File: config.mk
export PLATFORM = sky130hd
export DESIGN_NAME = alu_share_arb
export DESIGN_NICKNAME = d
export VERILOG_FILES = /design/src/rtl/alu_share_arb.sv
export SDC_FILE = /design/constraint.sdc
export NUM_CORES = 1
export LEC_CHECK = 0
export ABC_CLOCK_PERIOD_IN_PS = 4100
export CORE_MARGIN = 2
export CORE_UTILIZATION = 35
export CTS_CLUSTER_SIZE = 28
export DETAILED_ROUTE_END_ITERATION = 8
export PLACE_DENSITY = 0.76
export SYNTH_ARGS = -nofsm -noshare
export SYNTH_HDL_FRONTEND = slang
export SYNTH_SLANG_ARGS = --single-unit
File: constraint.sdc
create_clock -name clk -period 4.1 [get_ports clk]
set_input_delay 1.23 -clock clk [delete_from_list [all_inputs] [get_ports clk]]
set_output_delay 1.23 -clock clk [all_outputs]
set_load 0.1 [all_outputs]
File: src/rtl/alu_share_arb.sv
`default_nettype none
// ============================================================================
// Module   : alu_share_arb
// Brief    : Shares one combinational ALU and the z/v/n flag register
//            between the CPU execute stage (id 0) and the NN coprocessor
//            (id 1). One request is granted at a time, executed for one
//            cycle, and its result is held on a valid/ready response port.
//            Only CPU operations may update the flags.
// Option   : ALU_ARB_CPU_PRIO_EN - fixed CPU priority instead of round-robin
// Revision : 1.0 - initial release
// ============================================================================
module alu_share_arb #(
  parameter int              DATA_W   = 16,
  parameter int              OP_W     = 5,
  parameter logic [OP_W-1:0] FLAG_NOP = 5'h1F
) (
  input  logic              clk,
  input  logic              rst,
  // requester 0 : CPU execute stage
  input  logic              r0_valid,
  output logic              r0_ready,
  input  logic [OP_W-1:0]   r0_op,
  input  logic [DATA_W-1:0] r0_a,
  input  logic [DATA_W-1:0] r0_b,
  // requester 1 : NN coprocessor
  input  logic              r1_valid,
  output logic              r1_ready,
  input  logic [OP_W-1:0]   r1_op,
  input  logic [DATA_W-1:0] r1_a,
  input  logic [DATA_W-1:0] r1_b,
  // shared combinational ALU
  output logic [OP_W-1:0]   alu_op,
  output logic [DATA_W-1:0] alu_a,
  output logic [DATA_W-1:0] alu_b,
  input  logic [DATA_W-1:0] alu_out,
  input  logic              alu_ovfl,
  // flag register opcode
  output logic [OP_W-1:0]   flag_op,
  // response port
  output logic              res_valid,
  input  logic              res_ready,
  output logic              res_id,
  output logic [DATA_W-1:0] res_data,
  output logic              res_ovfl
);

  typedef enum logic [1:0] {
    S_IDLE = 2'd0,
    S_EXEC = 2'd1,
    S_RESP = 2'd2
  } state_t;

  state_t              r_state;
  state_t              w_next;

  logic                r_last;      // id of the most recent grant
  logic                r_id;        // id of the transaction in flight
  logic [OP_W-1:0]     r_op;
  logic [DATA_W-1:0]   r_a;
  logic [DATA_W-1:0]   r_b;

  logic                r_res_valid;
  logic                r_res_id;
  logic [DATA_W-1:0]   r_res_data;
  logic                r_res_ovfl;

  logic                w_gnt_id;    // requester that would win in IDLE
  logic                w_accept;    // handshake with either requester

  // Grant selection between the two requesters (only meaningful in IDLE)
  always_comb begin
    w_gnt_id = 1'b0;
`ifdef ALU_ARB_CPU_PRIO_EN
    // CPU always wins; the coprocessor only gets the ALU when the CPU is idle
    w_gnt_id = ~r0_valid & r1_valid;
`else
    // On a tie the requester that was not served last wins
    if (r0_valid && r1_valid) begin
      w_gnt_id = ~r_last;
    end else begin
      w_gnt_id = r1_valid;
    end
`endif
  end

  assign w_accept = r0_ready | r1_ready;

  // State register
  always_ff @(posedge clk) begin
    if (rst) begin
      r_state <= S_IDLE;
    end else begin
      r_state <= w_next;
    end
  end

  // Next-state, requester readies and flag-register opcode
  always_comb begin
    w_next   = r_state;
    r0_ready = 1'b0;
    r1_ready = 1'b0;
    flag_op  = FLAG_NOP;
    case (r_state)
      S_IDLE: begin
        if (!rst && (r0_valid || r1_valid)) begin
          r0_ready = ~w_gnt_id;
          r1_ready = w_gnt_id;
          w_next   = S_EXEC;
        end
      end
      S_EXEC: begin
        // Coprocessor ops and aborted ops must leave the CPU flags untouched
        if (!rst && !r_id) begin
          flag_op = r_op;
        end
        w_next = S_RESP;
      end
      S_RESP: begin
        if (res_ready) begin
          w_next = S_IDLE;
        end
      end
      default: begin
        w_next = S_IDLE;
      end
    endcase
  end

  // Operand latch on acceptance, result capture after the execute cycle
  always_ff @(posedge clk) begin
    if (rst) begin
      r_last      <= 1'b1;
      r_id        <= 1'b0;
      r_op        <= FLAG_NOP;
      r_a         <= '0;
      r_b         <= '0;
      r_res_valid <= 1'b0;
      r_res_id    <= 1'b0;
      r_res_data  <= '0;
      r_res_ovfl  <= 1'b0;
    end else begin
      if (r_state == S_IDLE && w_accept) begin
        r_last <= w_gnt_id;
        r_id   <= w_gnt_id;
        r_op   <= w_gnt_id ? r1_op : r0_op;
        r_a    <= w_gnt_id ? r1_a  : r0_a;
        r_b    <= w_gnt_id ? r1_b  : r0_b;
      end
      if (r_state == S_EXEC) begin
        r_res_valid <= 1'b1;
        r_res_id    <= r_id;
        r_res_data  <= alu_out;
        r_res_ovfl  <= alu_ovfl;
      end
      if (r_state == S_RESP && res_ready) begin
        r_res_valid <= 1'b0;
      end
    end
  end

  // ALU inputs simply hold the last latched operands outside EXEC
  assign alu_op    = r_op;
  assign alu_a     = r_a;
  assign alu_b     = r_b;

  assign res_valid = r_res_valid;
  assign res_id    = r_res_id;
  assign res_data  = r_res_data;
  assign res_ovfl  = r_res_ovfl;

endmodule
`default_nettype wire
==> load_flow_metrics.sql <==
INSERT INTO impl_metrics (metric_group, metric, value, unit) VALUES
('timing', 'fin_crit_sh', '90.4', '%'),
('setup_path', 'arrival', '2.48', 'ns'),
('cells_and_area', 'post_route_cells_drive_above_1_share', '12.1', '%'),
('timing', 'finalSetupTns', '0', 'ns'),
('setup_path', 'setup.worst_path.start_class', 'input port', ''),
('cts', 'cts_hold_repair.buffers', '0', ''),
('timing', 'timing_hold_violations_final', '0', ''),
('synth', 'ys_top_cells_by_count', 'nand2_1, dfxtp_1, a21oi_1', ''),
('die', 'coreArea', '7330', 'um^2'),
('drt', 'routedWlPerCell', '14.5', 'um'),
('cells_and_area', 'post_layout_nonfiller_instances', '560', ''),
('cts', 'max_buffers_root_to_sink', '2', ''),
('setup_path', 'worstRegToRegCells', '3', ''),
('power_and_ir_drop', 'p_switching', '0.777', 'mW'),
('cts', 'cts_root_buf', 'clkbuf_8', ''),
('cells_and_area', 'area_overhead_of_the_layout_relative_to_synthesis', '70.9', '%'),
('outcome', 'run_status', 'complete, no violations', ''),
('cts', 'clkSlewWorstSetupHoldPaths', '0.06', 'ns'),
('power_and_ir_drop', 'design_power_total', '2.12', 'mW'),
('synth', 'postSynthCellCount', '311', ''),
('cells_and_area', 'finish.utilization', '62.7', '%'),
('power_and_ir_drop', 'share_comb_of_total_power', '35.8', '%'),
('place', 'place_worst_setup_slack', '0.392', 'ns'),
('global_routing', 'grt_use_total', '19.1', '%'),
('synth', 'synthesized_area_per_cell', '8.65', 'um^2'),
('drt', 'detail_route.wirelength', '8110', 'um'),
('synth', 'yosys-mux-area-fraction', '0', '%'),
('power_and_ir_drop', 'cell_internal_pwr', '1.34', 'mW'),
('drt', 'drtIter0Drc', '105', ''),
('cts', 'cts_made_buffers', '9', ''),
('setup_path', 'critical_path.n_buffers_inverters', '2', ''),
('timing', 'finalMaxSlewViolations', '0', ''),
('place', 'placed_cell_area', '4330', 'um^2'),
('global_routing', 'first_global_vias', '2699', ''),
('synth', 'synthXorXnorAreaFrac', '0', '%'),
('global_routing', 'grt_start_max_net_pins', '39', ''),
('timing', 'fmaxAchievable', '270', 'MHz'),
('die', 'die_area', '8400', 'um^2'),
('place', 'final_wtd_congestion', '0.800', ''),
('power_and_ir_drop', 'cellPowerDensity', '460', 'nW/um^2'),
('synth', 'syn-cell-area', '2690', 'um^2'),
('cts', 'tritoncts', 'yes', ''),
('place', 'hpwlAfterDp', '5710', 'um'),
('power_and_ir_drop', 'power.clock.fraction', '32.6', '%'),
('place', 'dp.cells', '544', ''),
('drt', 'firstDrtPassIters', '5', ''),
('setup_path', 'critical_path_required', '2.87', 'ns'),
('synth', 'synth_adder_area_share', '0', '%'),
('synth', 'yosys_warnings', '0', ''),
('place', 'io_buffers', '158', ''),
('setup_path', 'logic_depth_of_the_worst_path_buffers_included', '5', ''),
('power_and_ir_drop', 'swShare', '36.7', '%'),
('timing', 'layout_min_cycle_time', '3.71', 'ns'),
('flow_run', 'cap_violations', '0', ''),
('cts', 'cts.sinks', '60', ''),
('die', 'die_outline_width', '91.7', 'um'),
('drt', 'route.detailed.drc', '0', ''),
('worst_hold_path', 'hold-path-cell-count', '2', ''),
('global_routing', 'global_route_wire_length_before_repair', '13000', 'um'),
('synth', 'yosys.area.top_type_share', '44.7', '%'),
('global_routing', 'globalRoute.totalOverflow', '0', ''),
('setup_path', 'slowest_stage_cell_on_the_critical_path', 'clkdlybuf4s50_1', ''),
('power_and_ir_drop', 'power_frac_seq', '31.5', '%'),
('cts', 'postCtsSetupRepairBufs', '0', ''),
('cts', 'cts-htree-levels', '3', ''),
('power_and_ir_drop', 'leakage', '1.66', 'nW'),
('timing', 'whs', '0.452', 'ns'),
('die', 'io-pin-count', '159', ''),
('global_routing', 'antenna_found_initial', '0', ''),
('cells_and_area', 'insertedDiodeCount', '0', ''),
('timing', 'unrepaired_setup_endpoints_after_global_routing', 'false', '');
state kept, by name, indices dropped and copies added (netlist names):
signal     count
alu_a         16
res_data      16
r_last         1
res_valid      1
alu_op         5
r_state        2
r_id           1
res_id         1
res_ovfl       1
alu_b         16
power by group through the flow:
stage               Combinational [mW]  Clock, mW  Sequential [mW]
floorplan                        0.196          0             1.02
global placement                 0.758          0            0.677
detailed placement               0.761          0            0.680
CTS                              0.763      0.704            0.667
global route                     0.794      0.735            0.673
finish                           0.758      0.691            0.667
tightest hold or removal path, cell delays in order (launching register included):
cell	delay [ns]
dfxtp_1	0.31
nand2_1	0.05
a21oi_1	0.05
logic make-up after synthesis:
logic type	after synthesis
buffers and inverters	31
and+or+nand+nor	121
AOI/OAI and AO/OA	99
DFF	60
worst paths after layout:
kind | endpoint | start | slack (ns)
max | r0_ready | r0_valid | 0.39
min | res_id$_SDFFE_PP0N_ | res_id$_SDFFE_PP0N_ | 0.45
max reg2reg | res_data[5]$_SDFFE_PP0N_ | r_state[0]$_SDFFE_PP0P_ | 2.29
min reg2reg | res_id$_SDFFE_PP0N_ | res_id$_SDFFE_PP0N_ | 0.45
layout by cell type, fill, tap and decap left out, drive strengths merged, types with 2 or more instances in the layout:
| cell type | n |
|---|---|
| inv | 2 |
| nor2b | 2 |
| a311oi | 32 |
| dfxtp | 60 |
| clkbuf | 13 |
| o32ai | 5 |
| nand2 | 101 |
| bufinv | 3 |
| a21boi | 2 |
| buf | 13 |
| a21oi | 51 |
| a22oi | 5 |
| nor2 | 7 |
| or4 | 5 |
| clkdlybuf4s50 | 150 |
cell type report:
cell class              count  area [um^2]
clock inverters             3         90.1
clock buffers              13          179
flip-flops and latches     60         1200
inverters                   2         7.51
fillers                   636         2740
well taps                  99          124
repair buffers            163         1680
multi-input cells         220         1310
layer usage:
metal  track usage (%)  routed length (um)
met5                 0                   0
met4              6.31                  60
met3              5.51                 545
met2              34.2                4120
met1              21.8                3380
Note: power is estimated with default switching activity, not from simulation.
